==> src/rtl/bgw_renderer.sv <==
// rtl/bgw_renderer.sv - background/window tile renderer with per-slot VRAM prefetch
module bgw_renderer #(
  parameter int H_RES  = 320,
  parameter int V_RES  = 240,
  parameter int H_FP   = 23,
  parameter int H_SYNC = 28,
  parameter int H_BP   = 45,
  parameter int V_FP   = 6,
  parameter int V_SYNC = 3,
  parameter int V_BP   = 20,
  parameter bit H_POL  = 1'b0,
  parameter bit V_POL  = 1'b0
) (
  input  logic        vga_clk,
  input  logic        reset,
  input  logic [9:0]  h_count,
  input  logic [8:0]  v_count,
  input  logic        o_de,
  input  logic [8:0]  o_h,
  input  logic [7:0]  o_v,
  output logic [2:0]  vga_r,
  output logic [2:0]  vga_g,
  output logic [1:0]  vga_b,
  output logic [13:0] vram32_addr,
  input  logic [31:0] vram32_q,
  output logic [13:0] vram8_addr,
  input  logic [7:0]  vram8_q
);

  localparam int HA_STA = H_FP - 1 + H_SYNC + H_BP;
  localparam int VA_STA = V_FP - 1 + V_SYNC + V_BP;

  // Horizontal landmarks: scroll parameter reads, fetch slot window, active pixel computation.
  localparam logic [9:0] H_PRM0  = 10'(HA_STA - 19);
  localparam logic [9:0] H_PRM1  = 10'(HA_STA - 18);
  localparam logic [9:0] H_PRM2  = 10'(HA_STA - 17);
  localparam logic [9:0] H_SLOT0 = 10'(HA_STA - 15);
  localparam logic [9:0] H_SLOTN = 10'(HA_STA - 15 + 8 * 41);
  localparam logic [9:0] H_ACT0  = 10'(HA_STA);
  localparam logic [9:0] H_ACT1  = 10'(HA_STA + H_RES - 1);
  localparam logic [8:0] V_ACT0  = 9'(VA_STA + 1);
  localparam logic [8:0] V_ACT1  = 9'(VA_STA + V_RES);
  localparam logic [5:0] LAST_SLOT = 6'd40;

  // Line-wide scroll state; line_ok_q stays low until a full line's parameters have been read.
  logic [5:0]  tile_off_q;
  logic [2:0]  fine_q;
  logic        line_ok_q;

  // Per-slot capture registers (tile/colour bytes, then pattern half-word and palette word).
  logic [7:0]  bg_tile_q, win_tile_q;
  logic [4:0]  bg_pal_q, win_pal_q;
  logic [15:0] bg_pat_s_q, win_pat_s_q;
  logic [31:0] bg_col_s_q, win_col_s_q;

  // Two-entry tile buffers indexed by tile parity, so a tile can be drawn while the next lands.
  logic [15:0] bg_pat_q  [2];
  logic [31:0] bg_col_q  [2];
  logic [15:0] win_pat_q [2];
  logic [31:0] win_col_q [2];

  logic [7:0]  pix_d, pix_q;

  logic        line_act, in_slot, win_en, pix_act, out_en;
  logic [7:0]  y;
  logic [4:0]  ty;
  logic [9:0]  rel;
  logic [5:0]  slot_k, bg_tx;
  logic [2:0]  phase;
  logic [3:0]  px_lo, s_lo;
  logic [1:0]  bg_idx, win_idx;

  function automatic logic [1:0] pat_idx(input logic [15:0] pat, input logic [2:0] col);
    logic [15:0] sh;
    sh = pat << {col, 1'b0};
    return sh[15:14];
  endfunction

  function automatic logic [7:0] pal_byte(input logic [31:0] w, input logic [1:0] i);
    logic [31:0] sh;
    sh = w << {i, 3'b000};
    return sh[31:24];
  endfunction

  assign line_act = (v_count >= V_ACT0) && (v_count <= V_ACT1);
  assign y        = 8'(v_count - V_ACT0);
  assign ty       = y[7:3];
  assign in_slot  = line_act && (h_count >= H_SLOT0) && (h_count < H_SLOTN);
  assign rel      = h_count - H_SLOT0;
  assign slot_k   = rel[8:3];
  assign phase    = rel[2:0];
  assign bg_tx    = slot_k + tile_off_q;
  assign win_en   = (slot_k != LAST_SLOT);

  // VRAM address sequencing: parameter reads, then the per-slot tile/colour/pattern/palette fetches.
  always_comb begin
    vram8_addr  = '0;
    vram32_addr = '0;
    if (!reset && line_act) begin
      if (h_count == H_PRM0) vram8_addr = 14'h2000;
      if (h_count == H_PRM1) vram8_addr = 14'h2001;
      if (in_slot) begin
        case (phase)
          3'd0: vram8_addr = {3'b000, ty, bg_tx};
          3'd1: vram8_addr = {3'b001, ty, bg_tx};
          3'd2: begin
            if (win_en) vram8_addr = {3'b010, ty, slot_k};
            vram32_addr = {4'b0000, bg_tile_q, y[2:1]};
          end
          3'd3: begin
            if (win_en) vram8_addr = {3'b011, ty, slot_k};
            vram32_addr = {4'b0001, 5'b00000, bg_pal_q};
          end
          3'd4: if (win_en) vram32_addr = {4'b0000, win_tile_q, y[2:1]};
          3'd5: if (win_en) vram32_addr = {4'b0001, 5'b00000, win_pal_q};
          default: ;
        endcase
      end
    end
  end

  // Capture each read one cycle after its address, then commit the slot into its parity buffer.
  always_ff @(posedge vga_clk) begin
    if (reset) begin
      tile_off_q  <= '0;
      fine_q      <= '0;
      line_ok_q   <= 1'b0;
      bg_tile_q   <= '0;
      win_tile_q  <= '0;
      bg_pal_q    <= '0;
      win_pal_q   <= '0;
      bg_pat_s_q  <= '0;
      win_pat_s_q <= '0;
      bg_col_s_q  <= '0;
      win_col_s_q <= '0;
      for (int i = 0; i < 2; i++) begin
        bg_pat_q[i]  <= '0;
        bg_col_q[i]  <= '0;
        win_pat_q[i] <= '0;
        win_col_q[i] <= '0;
      end
    end else begin
      if (line_act && h_count == H_PRM1) begin
        tile_off_q <= vram8_q[5:0];
        line_ok_q  <= 1'b1;
      end
      if (line_act && h_count == H_PRM2) fine_q <= vram8_q[2:0];
      if (in_slot) begin
        case (phase)
          3'd1: bg_tile_q  <= vram8_q;
          3'd2: bg_pal_q   <= vram8_q[4:0];
          3'd3: begin
            win_tile_q <= vram8_q;
            bg_pat_s_q <= y[0] ? vram32_q[15:0] : vram32_q[31:16];
          end
          3'd4: begin
            win_pal_q  <= vram8_q[4:0];
            bg_col_s_q <= vram32_q;
          end
          3'd5: win_pat_s_q <= y[0] ? vram32_q[15:0] : vram32_q[31:16];
          3'd6: win_col_s_q <= vram32_q;
          3'd7: begin
            bg_pat_q[slot_k[0]] <= bg_pat_s_q;
            bg_col_q[slot_k[0]] <= bg_col_s_q;
            if (win_en) begin
              win_pat_q[slot_k[0]] <= win_pat_s_q;
              win_col_q[slot_k[0]] <= win_col_s_q;
            end
          end
          default: ;
        endcase
      end
    end
  end

  // Pixel for the next output cycle: BG at scrolled stream position, window on top when opaque.
  always_comb begin
    pix_d   = '0;
    pix_act = line_act && line_ok_q && (h_count >= H_ACT0) && (h_count <= H_ACT1);
    px_lo   = 4'(h_count - H_ACT0);
    s_lo    = px_lo + {1'b0, fine_q};
    bg_idx  = pat_idx(bg_pat_q[s_lo[3]], s_lo[2:0]);
    win_idx = pat_idx(win_pat_q[px_lo[3]], px_lo[2:0]);
    if (pix_act) begin
      if (win_idx != 2'd0) pix_d = pal_byte(win_col_q[px_lo[3]], win_idx);
      else                 pix_d = pal_byte(bg_col_q[s_lo[3]], bg_idx);
    end
  end

  // Output pixel register.
  always_ff @(posedge vga_clk) begin
    if (reset) pix_q <= '0;
    else       pix_q <= pix_d;
  end

  assign out_en = o_de && !reset;
  assign vga_r  = out_en ? pix_q[7:5] : 3'b000;
  assign vga_g  = out_en ? pix_q[4:2] : 3'b000;
  assign vga_b  = out_en ? pix_q[1:0] : 2'b00;

  logic unused_ok;
  assign unused_ok = ^{o_h, o_v, rel[9], H_POL, V_POL};

endmodule

==> config.mk <==
export PLATFORM = sky130hd
export DESIGN_NAME = bgw_renderer
export DESIGN_NICKNAME = d
export VERILOG_FILES = /design/src/rtl/bgw_renderer.sv
export SDC_FILE = /design/constraint.sdc
export NUM_CORES = 1
export LEC_CHECK = 0
export CAP_MARGIN = 10
export CORE_UTILIZATION = 40
export DETAILED_ROUTE_END_ITERATION = 10
export GPL_TIMING_DRIVEN = 0
export SLEW_MARGIN = 25
export SYNTH_ARGS = -nofsm -noshare
export SYNTH_HDL_FRONTEND = slang
export SYNTH_SLANG_ARGS = --single-unit
export TNS_END_PERCENT = 1
==> constraint.sdc <==
create_clock -name vga_clk -period 11.8 [get_ports vga_clk]
set_clock_uncertainty 0.15 [all_clocks]
set_input_delay 1.18 -clock vga_clk [delete_from_list [all_inputs] [get_ports vga_clk]]
set_output_delay 1.18 -clock vga_clk [all_outputs]
set_load 0.01 [all_outputs]
==> metrics.log <==
INFO  metric p_leak = slightly above 6 nW
INFO  metric firstDrtPassIters = 7
INFO  metric synth.yosys.warnings = 0
INFO  metric routed_len_inst = 21.4 um
INFO  metric syn_area = between 10000 and 15000 um^2
INFO  metric run_status = completed
INFO  metric post-route-cell-area = roughly 17000 um^2
INFO  metric critical_path_fanout_max = 8
INFO  metric ys_seq_elements = slightly above 300
INFO  metric comb_power_share = under 10%
INFO  metric synth.avg_cell_area = approximately 11 um^2
INFO  metric tritoncts = built
INFO  metric swShare = 23.9%
INFO  metric chipWidth = ~190 um
INFO  metric core-area = around 35000 um^2
INFO  metric bufs_on_longest_clock_path = 3
INFO  metric chipHeight = around 190 um
INFO  metric synthArstFlopShare = 0%
INFO  metric worst_slew_pin_slew = approximately 940 ps
INFO  metric grt_use_met1 = 30.7%
INFO  metric grt_overflow_total = 0
INFO  metric cts_hold_buffers = 0
INFO  metric synth-main-ff-cell = edfxtp_1
INFO  metric detailedRoute.firstIterationViolations = between 700 and 800
INFO  metric post-cts-setup-buffer-count = 0
INFO  metric drc_errors = 0
INFO  metric maxSlewHeadroom = 37.3%
INFO  metric grt_antenna_before_repair = 1
INFO  metric seq_area_frac_synth = between 50 and 60%
INFO  metric worstSetupStartpointType = primary input
INFO  metric root_buffer = clkbuf_16
INFO  metric sequential_area = slightly below 8000 um^2
INFO  metric worst_ir_drop_vdd = 0.0979 mV
INFO  metric die_area = approximately 36000 um^2
INFO  metric synth_cell_types = 67
INFO  metric clock_insertion_delay_worst_skew = about 530 ps
INFO  metric grt_pass1_wl = 62000 um
INFO  metric post_route_cells_drive_above_1_share = 7.10%
INFO  metric crit_path_end_kind = output pin
INFO  metric antenna-diode-count = 0
INFO  metric layout_commonest_cell = nand2_1
INFO  metric fin_tns_setup = 0 ps
INFO  metric gr-usage-met2 = a little under two fifths
INFO  metric n_fill_cell = around 3200
INFO  metric clkTransAtPathRegs = ~60 ps
INFO  metric setup-violations-final = 0
INFO  metric min_period_over_period = 53.9%
INFO  metric rsz0062_at_grt = no
INFO  metric net-switching-power = about 0.00059 W
INFO  metric buffer_ports.inserted = between 90 and 100
INFO  metric synth-edff-count = ~180
INFO  metric maxCapViolations = 0
INFO  metric top_usage_layer = met2
INFO  metric floorplan.initialDensity = between 40% and 50%
INFO  metric finalHoldViolCount = 0
INFO  metric core.rowCount = slightly below 70
INFO  metric timing.fmax = approximately 0.16 GHz
INFO  metric p_per_area = between 100 and 150 nW/um^2
INFO  metric criticalPathCategory = in2out
INFO  metric htree_num_levels = 2
INFO  metric detailed_place_hpwl = slightly below 30000 um
INFO  metric postSynthCellCount = approximately 1300
INFO  metric timing.final.max_slew_violations = 0
INFO  metric wirelength = 41400 um
INFO  metric ratio_of_routed_vias_to_standard_cells = around 5.4
INFO  metric largest_net_degree_at_the_start_of_global_routing = between 40 and 50
INFO  metric via_count_of_the_first_global_routing_pass = about 10000
INFO  metric layout.cells.most_common_list = 213 x nand2_1, 176 x edfxtp_1, 149 x and2_1
INFO  metric seqPwrFrac = between 40% and 50%
INFO  metric postPlaceCellArea = 15600 um^2
INFO  metric globalplace.congestion = about 0.9
INFO  metric design.portCount = 115
INFO  metric via_count = about 10000
INFO  metric grt_use_total = approximately 23%
INFO  metric internal_power_component = 0.00188 W
INFO  metric areaGrowthSynthToFinish = 19.0%
INFO  metric final_nets = between 1500 and 2000
INFO  metric multi_input_logic_area = roughly 5700 um^2
INFO  metric worst_hold_path_type = reg2reg
INFO  metric post_cts_resized = 0
INFO  metric cts_made_buffers = 35
INFO  metric timing.critical_path.arrival = between 5000 and 6000 ps
INFO  metric crit_required = between 10000 and 15000 ps
INFO  metric p_clk_share = between 40% and 50%
INFO  metric grt.met3_usage = 4.67%
INFO  metric cts.sink_count = between 300 and 400
INFO  metric ant_nets = 0
INFO  metric finalWorstPathRequiredPeriod = around 6400 ps
INFO  metric post-route-util = between 40 and 50%
[metal layers]
layer / vias up / share of wire [%]
met4: 0 / 2.7
li1: 4929 / -
met1: 5086 / 43
met5: - / 0
met2: 381 / 47
met3: 68 / 7.4
[per-stage QoR]
step	hold slack (ps)	setup WS (ps)	power, W	std cells
final	303	5440	0.00247	1934
after global routing	326	5110	0.00254	1934
after detailed placement	298	4880	0.00142	1870
after floorplan	277	6930	0.00132	1322
after global placement	291	4920	0.00141	1869
after CTS	307	5410	0.00248	1934
[area by class of cell]
cell class | instances | area share [%]
Buffer | 101 | 2.52
Clock inverter | 10 | 0.507
Sequential cell | 308 | 47.2
Timing Repair Buffer | 93 | 5.61
Multi-Input combinational cell | 893 | 34.0
Tap cell | 455 | 3.39
Inverter | 20 | 0.447
Clock buffer | 54 | 6.26
[registers in the layout, summed over array words and instances, names as in the netlist]
register,count
bg_col_q,64
bg_col_s_q,32
bg_pal_q,5
bg_pat_q,32
bg_pat_s_q,16
bg_tile_q,8
fine_q,3
line_ok_q,1
pix_q,8
tile_off_q,6
win_col_q,48
win_col_s_q,24
win_pal_q,5
win_pat_q,32
win_pat_s_q,16
win_tile_q,8
[power groups by stage]
stage               clock (W)  combinational, W  sequential, W
floorplan                   0          0.000131        0.00119
global placement            0          0.000223        0.00119
detailed placement          0          0.000225        0.00119
CTS                   0.00108          0.000226        0.00117
global route          0.00113          0.000245        0.00117
finish                0.00107          0.000229        0.00117
[final timing paths]
kind | startpoint | to | slack (ps) | depth (start not counted)
max | h_count[0] | vram32_addr[9] | 5440 | 13
min | win_tile_q[3] | win_tile_q[3] | 300 | 2
max reg2reg | fine_q[0] | pix_q[6] | 7890 | 12
min reg2reg | win_tile_q[3] | win_tile_q[3] | 300 | 2
[critical path, cell delays in order]
cell and delay [ps]:
clkdlybuf4s50_1 480, buf_6 180, inv_1 220, ha_1 360, nor4bb_1 290, o21ai_0 120
nand2_1 110, nand2_1 70, nor3_1 440, o21ai_1 380, nor2_1 410, a22o_1 240
clkdlybuf4s50_1 550
[cell families after synthesis]
| kind of cell | Yosys count | synth area share, % |
|---|---|---|
| AND/OR/NAND/NOR | 557 | 19.3 |
| flip-flops | 308 | 56.2 |
| AO/OA/AOI/OAI | 223 | 10.6 |
| buffers and inverters | 121 | 3.53 |
| multiplexers | 71 | 7.03 |
| adder cells (fa/ha/maj) | 21 | 1.97 |
| XOR/XNOR | 18 | 1.30 |
| other | 1 | 0.0266 |
[Yosys cell counts (8+ instances only)]
cell      instances  area share, %
nand2_1         213            5.7
edfxtp_1        176             37
and2_1          149            6.6
dfxtp_1         132             19
a21oi_1          91            3.2
clkbuf_1         84            2.2
nor2_1           84            2.2
and3_1           49            2.2
a211oi_1         45            2.4
mux2i_1          45            3.2
mux4_2           22            3.5
ha_1             19            1.7
inv_1            18           0.48
a22oi_1          15           0.80
nand3_1          15           0.53
nor3_1           13           0.46
o21ai_0          11           0.39
xnor2_1          11           0.68
nor2b_1          10           0.44
a311oi_1          8           0.50
buf_2             8           0.28
o211a_1           8           0.57
No activity file was read; power rests on OpenSTA's default activity.
